<file path="config.mk">
export PLATFORM = sky130hd
export DESIGN_NAME = fifo_sync_param
export DESIGN_NICKNAME = d
export VERILOG_FILES = /design/src/rtl/fifo_pkg.sv /design/src/rtl/fifo_ram.sv /design/src/rtl/fifo_sync_param.sv
export SDC_FILE = /design/constraint.sdc
export NUM_CORES = 1
export LEC_CHECK = 0
export ABC_AREA = 1
export CAP_MARGIN = 20
export CORE_MARGIN = 3
export CORE_UTILIZATION = 50
export CTS_CLUSTER_DIAMETER = 50
export DETAILED_ROUTE_END_ITERATION = 12
export PLACE_DENSITY_LB_ADDON = 0.3
export SLEW_MARGIN = 20
export SYNTH_ARGS = -nofsm -noshare
export SYNTH_HDL_FRONTEND = slang
export SYNTH_SLANG_ARGS = --single-unit
</file>
<file path="constraint.sdc">
create_clock -name clk -period 2.9 [get_ports clk]
set_input_delay 0.435 -clock clk [delete_from_list [all_inputs] [get_ports clk]]
set_output_delay 0.435 -clock clk [all_outputs]
set_load 0.01 [all_outputs]
</file>
<file path="src/rtl/fifo_pkg.sv">
// rtl/fifo_pkg.sv - shared constants and helpers for the FIFO family
package fifo_pkg;

  localparam int FWFT_OFF   = 0;
  localparam int FWFT_ON    = 1;
  localparam int DEF_DATA_W = 4;
  localparam int DEF_DEPTH  = 16;

  // Smallest r with 2**r >= value; usable in parameter expressions.
  function automatic int clog2(input int value);
    int r;
    r = 0;
    for (int i = 0; i < 31; i++) begin
      if ((1 << i) < value) begin
        r = i + 1;
      end
    end
    return r;
  endfunction

endpackage

</file>
<file path="src/rtl/fifo_ram.sv">
// rtl/fifo_ram.sv - DEPTH x DATA_W register file, sync write, async read
module fifo_ram #(
  parameter int DATA_W = 4,
  parameter int DEPTH  = 16,
  parameter int ADDR_W = 4
) (
  input  logic              clk,
  input  logic              we,
  input  logic [ADDR_W-1:0] waddr,
  input  logic [DATA_W-1:0] wdata,
  input  logic [ADDR_W-1:0] raddr,
  output logic [DATA_W-1:0] rdata
);

  logic [DATA_W-1:0] mem [DEPTH];

  // Contents are deliberately not reset; the pointers define what is valid.
  always_ff @(posedge clk) begin
    if (we) begin
      mem[waddr] <= wdata;
    end
  end

  assign rdata = mem[raddr];

endmodule

</file>
<file path="src/rtl/fifo_sync_param.sv">
// rtl/fifo_sync_param.sv - parametrised single-clock FIFO with status flags and FWFT option
module fifo_sync_param
  import fifo_pkg::*;
#(
  parameter int DATA_W    = DEF_DATA_W,
  parameter int DEPTH     = DEF_DEPTH,
  parameter int AFULL_TH  = 14,
  parameter int AEMPTY_TH = 2,
  parameter int FWFT      = FWFT_OFF,
  localparam int ADDR_W   = clog2(DEPTH)
) (
  input  logic              clk,
  input  logic              rst,
  input  logic              flush,
  input  logic [DATA_W-1:0] data_in,
  input  logic              wt_en,
  input  logic              rd_en,
  output logic [DATA_W-1:0] data_out,
  output logic              rd_valid,
  output logic              mem_empty,
  output logic              mem_full,
  output logic              almost_empty,
  output logic              almost_full,
  output logic [ADDR_W:0]   fill_count,
  output logic              overflow,
  output logic              underflow
);

  localparam int CNT_W = ADDR_W + 1;
  localparam logic [CNT_W-1:0] PTR_WRAP = {1'b1, {ADDR_W{1'b0}}};
  localparam logic [CNT_W-1:0] AFULL_C  = CNT_W'(AFULL_TH);
  localparam logic [CNT_W-1:0] AEMPTY_C = CNT_W'(AEMPTY_TH);

  logic [CNT_W-1:0]  wr_ptr_q, wr_ptr_d;
  logic [CNT_W-1:0]  rd_ptr_q, rd_ptr_d;
  logic [CNT_W-1:0]  count_q, count_d;
  logic              empty_q, empty_d;
  logic              full_q, full_d;
  logic              aempty_q, aempty_d;
  logic              afull_q, afull_d;
  logic              ovf_q, ovf_d;
  logic              unf_q, unf_d;
  logic              rd_valid_q, rd_valid_d;
  logic [DATA_W-1:0] data_out_q, data_out_d;

  logic              wr_acc;
  logic              rd_acc;
  logic [DATA_W-1:0] ram_rdata;

  fifo_ram #(
    .DATA_W (DATA_W),
    .DEPTH  (DEPTH),
    .ADDR_W (ADDR_W)
  ) u_ram (
    .clk   (clk),
    .we    (wr_acc),
    .waddr (wr_ptr_q[ADDR_W-1:0]),
    .wdata (data_in),
    .raddr (rd_ptr_q[ADDR_W-1:0]),
    .rdata (ram_rdata)
  );

  // Acceptance looks only at registered flags, so a full FIFO refuses a write
  // even when a read drains a slot in the same cycle (and vice versa).
  always_comb begin
    wr_acc = wt_en & ~full_q  & ~flush;
    rd_acc = rd_en & ~empty_q & ~flush;
  end

  always_comb begin
    wr_ptr_d   = wr_ptr_q;
    rd_ptr_d   = rd_ptr_q;
    count_d    = count_q;
    ovf_d      = ovf_q;
    unf_d      = unf_q;
    rd_valid_d = 1'b0;
    data_out_d = data_out_q;
    if (flush) begin
      wr_ptr_d = '0;
      rd_ptr_d = '0;
      count_d  = '0;
      ovf_d    = 1'b0;
      unf_d    = 1'b0;
    end else begin
      wr_ptr_d = wr_ptr_q + CNT_W'(wr_acc);
      rd_ptr_d = rd_ptr_q + CNT_W'(rd_acc);
      count_d  = count_q + CNT_W'(wr_acc) - CNT_W'(rd_acc);
      ovf_d    = ovf_q | (wt_en & full_q);
      unf_d    = unf_q | (rd_en & empty_q);
      if (FWFT == FWFT_OFF && rd_acc) begin
        rd_valid_d = 1'b1;
        data_out_d = ram_rdata;
      end
    end
  end

  // Flags come from next-state values so they always agree with fill_count.
  always_comb begin
    full_d   = ((wr_ptr_d ^ rd_ptr_d) == PTR_WRAP);
    empty_d  = (wr_ptr_d == rd_ptr_d);
    aempty_d = (count_d <= AEMPTY_C);
    afull_d  = (count_d >= AFULL_C);
  end

  always_ff @(posedge clk or negedge rst) begin
    if (!rst) begin
      wr_ptr_q   <= '0;
      rd_ptr_q   <= '0;
      count_q    <= '0;
      empty_q    <= 1'b1;
      full_q     <= 1'b0;
      aempty_q   <= 1'b1;
      afull_q    <= 1'b0;
      ovf_q      <= 1'b0;
      unf_q      <= 1'b0;
      rd_valid_q <= 1'b0;
      data_out_q <= '0;
    end else begin
      wr_ptr_q   <= wr_ptr_d;
      rd_ptr_q   <= rd_ptr_d;
      count_q    <= count_d;
      empty_q    <= empty_d;
      full_q     <= full_d;
      aempty_q   <= aempty_d;
      afull_q    <= afull_d;
      ovf_q      <= ovf_d;
      unf_q      <= unf_d;
      rd_valid_q <= rd_valid_d;
      data_out_q <= data_out_d;
    end
  end

  // In FWFT mode the head word comes straight off the RAM read port; it is
  // masked while empty so stale RAM contents never leak out after reset.
  always_comb begin
    if (FWFT == FWFT_ON) begin
      data_out = empty_q ? '0 : ram_rdata;
      rd_valid = ~empty_q;
    end else begin
      data_out = data_out_q;
      rd_valid = rd_valid_q;
    end
  end

  assign mem_empty    = empty_q;
  assign mem_full     = full_q;
  assign almost_empty = aempty_q;
  assign almost_full  = afull_q;
  assign fill_count   = count_q;
  assign overflow     = ovf_q;
  assign underflow    = unf_q;

endmodule

</file>
### Word level (Yosys, flattened, before mapping)

Memory sizes are Yosys's and may differ from the RTL's. A register that Yosys moved wholly into a read port is not among the register bits.
Index checks and enable logic that the tools add are counted.

| word-level totals | value |
|---|---|
| RAM bits | 64 |
| memories | 1 |
| register bits after elaboration | 22 |
| output and inout port bits | 16 |
| word-level logic and storage cells | 42 |

| operators by class | value |
|---|---|
| bitwise operators | 12 |
| equality and inequality tests | 2 |
| $add $sub $neg | 4 |
| order comparisons | 2 |
| reduce and logical (&&, ||, !) cells | 2 |
| mux-type cells | 9 |

Memories:

| name | depth | width | rd ports | clocked after memory_dff | wr ports | line | text |
|---|---|---|---|---|---|---|---|
| u_ram.mem | 16 | 4 | 1 | 1 | 1 | fifo_ram.sv:15 | `logic [DATA_W-1:0] mem [DEPTH];` |

Operator list:

| cell | number |
|---|---|
| adder 5 x 1 -> 5 bit | 3 |
| 2-to-1 mux 5 bit | 3 |
| AND 1 bit | 6 |
| 2-to-1 mux 1 bit | 6 |
| equality test 5 bit | 1 |
| equality test 5 bit, second input constant | 1 |
| greater-or-equal comparator 5 x 4 -> 1 bit, second input constant | 1 |
| <= comparator 5 x 2 -> 1 bit, second input constant | 1 |
| subtractor 5 x 1 -> 5 bit | 1 |
| XOR 5 bit | 1 |
| inverter 1 bit | 3 |
| bitwise OR 1 bit | 2 |
| AND reduction 2 bit | 1 |
| zero test 1 bit | 1 |

### Depth between registers and ports, before layout

Gate-level depths: netlist of run 1.

| logic depth | value |
|---|---|
| depth after elaboration | 7 |
| gate-level depth with buffers | 15 |
| mapped depth without buffers | 15 |

### Cells and area by module

A second synthesis of run 1 with hierarchy kept.

| unflattened totals | value |
|---|---|
| cells, all modules | 449 |
| area, all modules | 4,227.8 um^2 |

Modules (own cells, without submodules):

| module | area an instance (um^2) | instances | cells each |
|---|---|---|---|
| fifo_ram | 2,886.5 | 1 | 286 |
| fifo_sync_param | 1,341.3 | 1 | 163 |

### Worst setup path after synthesis of run 1

Ideal clock, no wire load.

| timing | value |
|---|---|
| path kind | input to register |
| start point | in flush |
| end point | reg aempty_q (netlist: almost_empty) |
| stages on the path | 15 |
| path slack | 0.678 ns |
| arrival time | 2.148 ns |
| setup time | 0.074 ns |
| path buffers | 0 |
| required time | 2.826 ns |
| cells stage by stage | inv_2 nand2_1 nor2_2 ha_1 inv_1 ha_1 fa_1 nand2_1 nand2_1 a21oi_1 nor2_1 nor2_1 nand2_1 nand2_1 nor2_1 |

| between the ends | value |
|---|---|
| word-level cells in the longest chain between the ends | 6 |

RTL lines:

| element | line | text |
|---|---|---|
| start, declared | fifo_sync_param.sv:14 | `input logic flush,` |
| inverter 1 bit (no line) | - |  |
| AND 1 bit | fifo_sync_param.sv:66 | `wr_acc = wt_en & ~full_q & ~flush;` |
| adder 5 x 1 -> 5 bit | fifo_sync_param.sv:87 | `count_d = count_q + CNT_W'(wr_acc) - CNT_W'(rd_acc);` |
| subtractor 5 x 1 -> 5 bit | fifo_sync_param.sv:87 |  |
| 2-to-1 mux 5 bit * | fifo_sync_param.sv:78 | `if (flush) begin` |
| <= comparator 5 x 2 -> 1 bit * | fifo_sync_param.sv:101 | `aempty_d = (count_d <= AEMPTY_C);` |
| net aempty_d | fifo_sync_param.sv:39 | `logic aempty_q, aempty_d;` |
| end signal, assigned | fifo_sync_param.sv:124 | `aempty_q <= aempty_d;` |
| end, declared | fifo_sync_param.sv:39 |  |

The timed path passes the listed nets; every way through them passes the cells marked *.

### Worst setup path in the final report of run 1

Ends and elaborated chain as after synthesis.

==> metrics, run 1 <==
detailed placement HPWL 5410 um; initial core utilization 0.519; CP Launch Point flush; Die Y-Extent 95.8 um; Post-Synth Adder-Cell Area 0.0329; Setup Skew 0.0109 ns; largest family of logic cells by synthesized area simple AND/OR/NAND/NOR gates; synth top area cells edfxtp_1, dfrtp_1, nand2_1; NumNets Final 436; layout cell share with drive strength beyond 1 0.0900; Post-synth ARST share 0.289; setup_tns 0 ns; cell mode on critical path nand2_1; top cell type's share of synthesized area 0.477; CTS tree yes; YS warnings 0; xor-xnor portion of the synthesized cell area 0.00652; 1st-pass router iterations 6; via/cell ratio 5.12; deepest level of the CTS H-tree 3; Setup violations, final 0; final hold viol count 0; synthesized area 0.00403 mm2; antenna violations before repair 0; Fmax 419 MHz; synth-to-layout area growth 11.5%; Max Buffers Root-to-Sink 2; DRT Wirelength 7700 um; mux cell area share after synthesis 0; Total GRT Usage 0.185; total congestion overflow 0; Post-synth EDFFs 64; post-CTS setup buffer count 0; largest net degree at the start of global routing 34; CTS-repair resized insts 0; io pins 25; top cells by count, synth nand2_1, edfxtp_1, nand3_1; Root Buffer clkbuf_8; Clock Latency Late Sink 0.35 ns; slowest CP cell clkdlybuf4s50_1; Yosys cell types 28; PortBufs 24; RSZ-0062 raised after global routing no; Reg-to-Reg Start mem_empty$_DFF_PN1_; Startpoint Class primary input; Max-Cap Viols 0; core box area 0.00777 mm2; hold_buf cts 0; Die X 95.8 um; Min Hold Slack 0.456 ns; Compound-Gate Fraction of Synth Area 0.0127; global placer's final weighted congestion 0.816; clock sinks 90; crit path capture type flip-flop; CP Cell Sequence clkdlybuf4s50_1 -> inv_2 -> nand2_1 -> nor2_2 -> ha_1 -> inv_1 -> ha_1 -> fa_1 -> nand2_1 -> nand2_1 -> a21oi_1 -> nor2_1 -> nor2_1 -> nand2_1 -> nand2_1 -> nor2_1; post-synth top area cell edfxtp_1; Post-Syn Instances 389; ys flop type edfxtp_1; Setup CP Type in -> reg; simple-gate portion of the synthesized area 0.250; crit-path max FO 3; DR vias 2681; violation count after the first detailed-route iteration 150; status finished, final reports clean; pwr/cell area 604 mW/mm2; worst vdd ir 295 uV; number of global-route vias before repair 2614; top-count cell post-synth nand2_1; # DRC 0; wire per inst 14.7 um; first-pass GRT wire length 12600 um; worst slew pin tran 0.727 ns; Leakage Power 1.82 nW; Syn Nets 408; clock-pin slew on the worst setup and hold paths 0.09 ns; CP max stage delay 0.52 ns; register area share after synthesis 0.639; Mapped Avg Cell Area 10.4 um2; required time worst endpoint 3.19 ns; fill count 667; die area 0.00917 mm2; share of the clock period used by the worst path 0.823; Rows 32; ANT nets after route 0; max-slew violations 0; Crit path arrival time 2.68 ns; CTS Buf Count 9; Hold Crit Class in -> async; synthesis-stage register bit count 90; relative slew slack 0.515; Final min period 2.39 ns; diodes inserted 0
==> state kept, by name, summed over array words and instances, names as in the netlist <==
| name | cells |
|---|---|
| mem_full | 1 |
| rd_ptr_q | 5 |
| data_out | 4 |
| wr_ptr_q | 5 |
| rd_valid | 1 |
| overflow | 1 |
| underflow | 1 |
| almost_empty | 1 |
| almost_full | 1 |
| mem_empty | 1 |
| u_ram.mem | 64 |
| fill_count | 5 |
==> metrics by stage <==
stage,instances,setup slack [ns],area (um2),power [mW],utilization
after detailed placement,508,0.157,4320,2.01,0.556
after floorplan,389,0.678,4030,1.79,-
after CTS,524,0.526,4490,2.74,0.578
after global routing,524,0.306,4490,2.86,0.578
final,524,0.515,4490,2.71,0.578
after global placement,508,0.211,4320,2.00,0.556
==> layer usage <==
metal  vias to the layer above  GRT usage  share of wire
met1                      1270      0.251           0.45
met2                        55      0.299           0.49
li1                       1347          -              -
met3                         9     0.0297          0.039
met5                         -          0              0
met4                         0     0.0735          0.016
==> layout by cell type, fill, tap and decap left out <==
| cell type | instances |
|---|---|
| inv_6 | 1 |
| ha_1 | 9 |
| nand3_2 | 3 |
| dfstp_2 | 2 |
| nand2_1 | 122 |
| clkdlybuf4s50_1 | 24 |
| xor2_1 | 2 |
| nand3_1 | 59 |
| clkinv_2 | 1 |
| edfxtp_1 | 64 |
| nand4_2 | 1 |
| a21oi_1 | 3 |
| o21ai_1 | 1 |
| clkinvlp_4 | 1 |
| o21ai_0 | 4 |
| nor2_1 | 41 |
| nand3b_1 | 1 |
| nor2_2 | 1 |
| clkinv_4 | 3 |
| clkinvlp_2 | 1 |
| nand2_2 | 4 |
| clkbuf_8 | 9 |
| inv_1 | 25 |
| clkinv_1 | 2 |
| o21bai_2 | 1 |
| dfrtp_1 | 24 |
| inv_2 | 4 |
| nand4_1 | 1 |
| buf_4 | 5 |
| nor2_4 | 1 |
| xnor2_1 | 1 |
| fa_1 | 1 |
==> layout make-up <==
type                    count  area [um2]  share of cell area
clock buffers               9         124              0.0276
clock inverters             7        46.3              0.0103
inverters                  31         123              0.0273
multi-input cells         256        1220               0.271
flip-flops and latches     90        2570               0.574
well taps                 102         128              0.0284
repair buffers             29         278              0.0619
==> final timing paths <==
check | cells after the start | slack, ns | endpoint
max | 16 | 0.51 | almost_empty$_DFF_PN1_
min | 2 | 0.46 | data_out[0]$_DFFE_PN0P_
max reg2reg | 13 | 0.66 | almost_empty$_DFF_PN1_
min reg2reg | 2 | 0.49 | data_out[3]$_DFFE_PN0P_
max in group asynchronous | 2 | 2.15 | almost_empty$_DFF_PN1_
min in group clk | 2 | 0.49 | data_out[3]$_DFFE_PN0P_
==> power breakdown <==
part	internal (mW)	switching, mW	total [mW]
combinational	0.218	0.252	0.470
sequential	1.46	0.0423	1.50
clock	0.308	0.434	0.742
==> logic make-up (layout without fill, tap and decap cells) <==
group	after synthesis	in the layout
AOI/OAI and AO/OA	9	9
DFF	90	90
xor gates and xnor gates	3	3
adders and majority gates	10	10
buffers and inverters	43	76
and+or+nand+nor	234	234
==> worst max-delay path: cells and delay by family <==
| family | cells | cell delay (ns) |
|---|---|---|
| buffers and inverters | 3 | 0.61 |
| AND/OR/NAND/NOR | 9 | 0.61 |
| adder cells (fa/ha/maj) | 3 | 0.87 |
| AO/OA/AOI/OAI | 1 | 0.15 |
No activity file was read; power rests on OpenSTA's default activity.
==> run 2, diff against run 1 <==
Clock period 2.9 ns to 2.1 ns, I/O delays scaled along.
==> metrics, run 2 (synthesized netlist as in run 1, its figures left out) <==
Clock Latency Late Sink 0.35 ns (about the same); status finished, violations left; clock sinks 90 (unchanged); detailed placement HPWL 5560 um (+2.8%); initial core utilization 0.519 (unchanged); Total GRT Usage 0.193 (+0.00843); CTS Buf Count 9 (unchanged); Fmax 472 MHz; relative slew slack 0.589 (+0.0737); cell mode on critical path nor2_1; RSZ-0062 raised after global routing yes; 1st-pass router iterations 5 (-1); dpl ws -0.538 ns (-0.695 ns); Reg with most FFs u_ram.mem; worst vdd ir 576 uV (+95%); CTS tree yes; share of the clock period used by the worst path 1.01; Setup CP Type reg -> reg; deepest level of the CTS H-tree 3 (unchanged); Max-Cap Viols 0 (unchanged); first-pass GRT wire length 13300 um (+5.2%); required time worst endpoint 2.39 ns (-0.80 ns); R2R Path End almost_empty$_DFF_PN1_; ANT nets after route 0 (unchanged); DRT Wirelength 8300 um (+7.8%); Crit path arrival time 2.41 ns (-0.27 ns); WP buf/inv 1 (-2); # DRC 0 (unchanged); clock-pin slew on the worst setup and hold paths 0.09 ns (about the same); DR vias 2864 (+6.8%); commonest non-fill, non-tap cells in the layout nand2_1, edfxtp_1, nand3_1; antenna violations before repair 0 (unchanged); GR Layer Usage met1 0.257 (+0.00680); dpl cells 537 (+5.7%); global placer's final weighted congestion 0.797 (-2.3%); Rows 32 (unchanged); Hold Crit Class in -> async; Leakage Power 2.03 nW (+11%); number of global-route vias before repair 2746 (+5.0%); CP max stage delay 0.40 ns (-0.12 ns); crit path capture type flip-flop; Int Pwr 2.95 mW (+49%); Root Buffer clkbuf_8; violated checks setup timing; max-slew violations 0 (unchanged); sequential fraction of design power 0.520 (-0.033); Switching Power 1.05 mW (+44%); largest net degree at the start of global routing 34 (unchanged); violation count after the first detailed-route iteration 205 (+37%); Final min period 2.12 ns; final hold viol count 0 (unchanged); synth-to-layout area growth 20.9%; hold_buf cts 0 (unchanged); NumNets Final 469 (+7.6%); Top delay family on crit path adder cells; diodes inserted 0 (unchanged); PortBufs 24 (unchanged); via/cell ratio 5.14 (+0.50%); flop2flop setup slack -0.02 ns (-0.68 ns); Reg-to-Reg Start mem_full$_DFF_PN0_; Setup violations, final 1 (+1); combinational power share 0.189 (+0.016); post-layout worst setup margin -0.0204 ns (-0.535 ns); GR met2 Demand/Resource 0.324 (+0.0249); Largest register FFs 64 (unchanged); core box area 0.00777 mm2 (unchanged); pwr/cell area 820 mW/mm2 (+36%); slowest CP cell dfrtp_1; Die Y-Extent 95.8 um (unchanged); io pins 25 (unchanged); die area 0.00917 mm2 (unchanged); Max Buffers Root-to-Sink 2 (unchanged); non-filler cells in the finished layout 557 (+6.3%); Setup Skew 0.0120 ns (+0.00115 ns); crit-path max FO 3 (unchanged); worst slew pin tran 0.615 ns (-0.112 ns); total congestion overflow 0 (unchanged); switch share 0.262 (-0.00662); CP Cell Sequence nor2_1 -> nand2_1 -> ha_4 -> inv_2 -> ha_4 -> fa_2 -> nand2_2 -> nand2_2 -> a21oi_2 -> nor2_1 -> nor2_1 -> nand2_2 -> nand2_1 -> nor2_1; layout cell share with drive strength beyond 1 0.198 (+0.108); commonest non-fill, non-tap cell in the layout nand2_1; Startpoint Class flip-flop; GRT met3 Usage 0.0453 (+0.0156); clock network power share 0.291 (+0.018); worst-case reg-to-reg path depth 14 (+1); GRT busiest layer met2; wire per inst 14.9 um (+1.5%); Die X 95.8 um (unchanged)
==> run 2: cell types whose count changed in the layout (fill, tap and decap cells not counted), sizes merged <==
cell,delta
buf,+33
clkbuf,+2
clkinvlp,-2
bufinv,+1
clkdlybuf4s50,-1
clkinv,-1
dlygate4sd2,+1
==> run 2: metal layers <==
metal / part of all wire / vias up / routed length (um)
met5: 0 / - / 0
met2: 0.51 / 67 / 4230
met1: 0.44 / 1380 / 3630
met3: 0.044 / 8 / 362
met4: 0.0094 / 0 / 78
li1: - / 1409 / -
==> run 2: per-stage QoR <==
step                cell area [um2]  hold slack [ns]  setup TNS (ns)  total power [mW]   util
CTS                            4760            0.338         -0.0224              3.98  0.613
floorplan                      4040           0.0194               0              2.49      -
global route                   4870            0.361          -0.409              4.19  0.627
finish                         4870            0.333         -0.0204              3.99  0.627
detailed placement             4550            0.472           -2.93              2.82  0.586
global placement               4550            0.471           -2.22              2.79  0.586
==> run 2: layout make-up <==
class / count / area, um2
Sequential cell: 90 / 2570
Multi-Input combinational cell: 256 / 1320
Fill cell: 628 / 2900
Tap cell: 102 / 128
Inverter: 31 / 125
Clock buffer: 11 / 141
Clock inverter: 5 / 53.8
Timing Repair Buffer: 62 / 528
==> run 2: what timing repair did <==
item,in CTS,in global routing
gates resized for setup,7,19
pin swaps,0,5
buffers inserted,1,3
gates cloned,0,0
setup endpoints to repair,3,5
endpoints found under the hold margin,0,0
==> run 2: worst register-to-register path, cell delays in order, from the launching register on <==
cell and delay [ns]:
dfrtp_1 0.40, nor2_1 0.10, nand2_1 0.11, ha_4 0.28
inv_2 0.03, ha_4 0.15, fa_2 0.34, nand2_2 0.09
nand2_2 0.05, a21oi_2 0.14, nor2_1 0.05, nor2_1 0.12
nand2_2 0.09, nand2_1 0.06, nor2_1 0.04
==> run 2: how the worst max path moves through the flow <==
stage | startpoint | end | slack, ns | cells past startpoint
after floorplan | mem_empty$_DFF_PN1_ | almost_empty$_DFF_PN1_ | 0.02 | 13
final | mem_full$_DFF_PN0_ | almost_empty$_DFF_PN1_ | -0.02 | 14
after CTS | mem_empty$_DFF_PN1_ | almost_empty$_DFF_PN1_ | -0.02 | 13
after global routing | mem_full$_DFF_PN0_ | almost_empty$_DFF_PN1_ | -0.17 | 14
after detailed placement | flush | almost_empty$_DFF_PN1_ | -0.54 | 15
after global placement | flush | almost_empty$_DFF_PN1_ | -0.45 | 16
==> run 2: power by group through the flow <==
stage	Combinational, mW	Clock (mW)	Sequential (mW)
4_1_cts	0.735	1.17	2.07
2_1_floorplan	0.342	0	2.15
6_report	0.756	1.16	2.08
5_1_grt	0.841	1.26	2.09
3_5_place_dp	0.704	0	2.11
3_3_place_gp	0.686	0	2.11
==> run 3, diff against run 2 <==
Settings changed: SETUP_SLACK_MARGIN set to 0.15.
==> metrics, run 3 (synthesized netlist as in run 1, its figures left out) <==
core box area 0.00777 mm2 (unchanged); worst-case reg-to-reg path depth 14 (unchanged); io pins 25 (unchanged); Max Buffers Root-to-Sink 2 (unchanged); Total GRT Usage 0.194 (+0.000647); via/cell ratio 5.13 (-0.28%); Max-Cap Viols 0 (unchanged); NumNets Final 469 (unchanged); ANT nets after route 0 (unchanged); CTS Buf Count 9 (unchanged); Largest register FFs 64 (unchanged); detailed placement HPWL 5460 um (-1.8%); relative slew slack 0.570 (-0.0192); final hold viol count 0 (unchanged); post-layout worst setup margin 0.0167 ns (+0.0371 ns); CTS tree yes; RSZ-0062 raised after global routing yes; dpl cells 535 (-0.37%); multi-input combinational cell area 0.00134 mm2 (+1.5%); max-slew violations 0 (unchanged); # DRC 0 (unchanged); Root Buffer clkbuf_8; first-pass GRT wire length 13300 um (+0.26%); DR vias 2856 (-0.28%); worst slew pin tran 0.644 ns (+0.0287 ns); diodes inserted 0 (unchanged); violation count after the first detailed-route iteration 216 (+5.4%); required time worst endpoint 2.38 ns (about the same); Reg-to-Reg Start mem_full$_DFF_PN0_; non-filler cells in the finished layout 557 (unchanged); status finished, final reports clean; Fmax 480 MHz (+1.8%); R2R Path End almost_empty$_DFF_PN1_; PortBufs 24 (unchanged); Die Y-Extent 95.8 um (unchanged); deepest level of the CTS H-tree 3 (unchanged); dpl ws -0.455 ns (+0.0836 ns); Leakage Power 2.01 nW (-0.80%); DRT Wirelength 8340 um (+0.42%); Rows 32 (unchanged); fill count 619 (-1.4%); wire per inst 15.0 um (+0.42%); Setup Skew 0.00695 ns (-0.00510 ns); worst vdd ir 333 uV (-42%); Reg with most FFs u_ram.mem; Min Hold Slack 0.341 ns (+0.00808 ns); clock sinks 90 (unchanged); hold_buf cts 0 (unchanged); die area 0.00917 mm2 (unchanged); commonest non-fill, non-tap cell in the layout nand2_1; Sequential Area 0.00257 mm2 (unchanged); largest net degree at the start of global routing 34 (unchanged); synth-to-layout area growth 20.8%; antenna violations before repair 0 (unchanged); Hold Crit Class in -> async; pwr/cell area 778 mW/mm2 (-5.1%); number of global-route vias before repair 2776 (+1.1%); Crit path arrival time 2.37 ns (-0.04 ns); global placer's final weighted congestion 0.774 (-3.0%); Setup CP Type reg -> reg; initial core utilization 0.519 (unchanged); crit path capture type flip-flop; flop2flop setup slack 0.02 ns (+0.04 ns); Startpoint Class flip-flop; final core occ 0.626 (-0.000966); layout cell share with drive strength beyond 1 0.198 (unchanged); 1st-pass router iterations 5 (unchanged); Die X 95.8 um (unchanged); Clock Latency Late Sink 0.34 ns (about the same); clock-pin slew on the worst setup and hold paths 0.08 ns (about the same); Final min period 2.08 ns (-0.0371 ns); share of the clock period used by the worst path 0.992 (-0.0177); total congestion overflow 0 (unchanged); commonest non-fill, non-tap cells in the layout nand2_1, edfxtp_1, nand3_1; Setup violations, final 0 (-1); crit-path max FO 3 (unchanged)
run 3: cell types whose count changed in the layout (fill, tap and decap cells not counted), moves of 2 or more:
cell,before,now
buf_4,37,35
buf_6,1,3
clkbuf_1,1,4
clkdlybuf4s50_1,23,21
nor2_1,40,38
nor2_4,2,4
run 3: metrics by stage:
stage | power (mW) | area (um2) | setup TNS, ns
6_report | 3.79 | 4860 | 0
3_5_place_dp | 2.80 | 4540 | -2.34
5_1_grt | 4.00 | 4860 | -0.361
4_1_cts | 3.78 | 4720 | 0
3_3_place_gp | 2.79 | 4540 | -2.07
2_1_floorplan | 2.49 | 4040 | 0
run 3: area by class of cell:
class / count / area share
Timing Repair Buffer: 62 / 0.110
Sequential cell: 90 / 0.529
Inverter: 31 / 0.0262
Clock inverter: 3 / 0.00360
Tap cell: 102 / 0.0262
Multi-Input combinational cell: 256 / 0.276
Clock buffer: 13 / 0.0286
run 3: report_power, final:
group / leakage [nW] / switching [mW] / total [mW] / internal, mW
clock network: 0.0774 / 0.557 / 0.986 / 0.429
logic: 1.02 / 0.386 / 0.730 / 0.343
registers: 0.920 / 0.0568 / 2.07 / 2.01
total: 2.01 / 1.00 / 3.79 / 2.79
run 3: worst max-delay path by stage:
stage | startpoint | slack (ns) | to | depth (start not counted)
6_report | mem_full$_DFF_PN0_ | 0.02 | almost_empty$_DFF_PN1_ | 14
5_1_grt | mem_full$_DFF_PN0_ | -0.14 | almost_empty$_DFF_PN1_ | 14
4_1_cts | mem_empty$_DFF_PN1_ | 0.03 | almost_full$_DFF_PN0_ | 12
3_5_place_dp | flush | -0.45 | almost_empty$_DFF_PN1_ | 16
3_3_place_gp | flush | -0.42 | almost_empty$_DFF_PN1_ | 16
2_1_floorplan | mem_empty$_DFF_PN1_ | 0.05 | almost_empty$_DFF_PN1_ | 13
run 3: per-layer routing:
metal  part of all wire  GRT usage
met4              0.010     0.0498
met3              0.057     0.0422
met5                  0          0
met1               0.43      0.260
met2               0.50      0.322
run 3: what timing repair did:
item                       4_1_cts  5_1_grt
pin swaps                        4       13
gates resized for setup         12       25
setup endpoints to repair        5        5
buffers inserted                 1        5
run 3: worst max-delay path: stages, from the launching register on:
cell	delay (ns)
dfrtp_1	0.40
nor2_1	0.12
nand2_2	0.09
ha_4	0.27
inv_2	0.03
ha_4	0.15
fa_2	0.35
nand2_2	0.09
nand2_2	0.05
a21oi_2	0.13
nor2_1	0.05
nor2_1	0.09
nand2_1	0.08
nand2_1	0.06
nor2_1	0.04
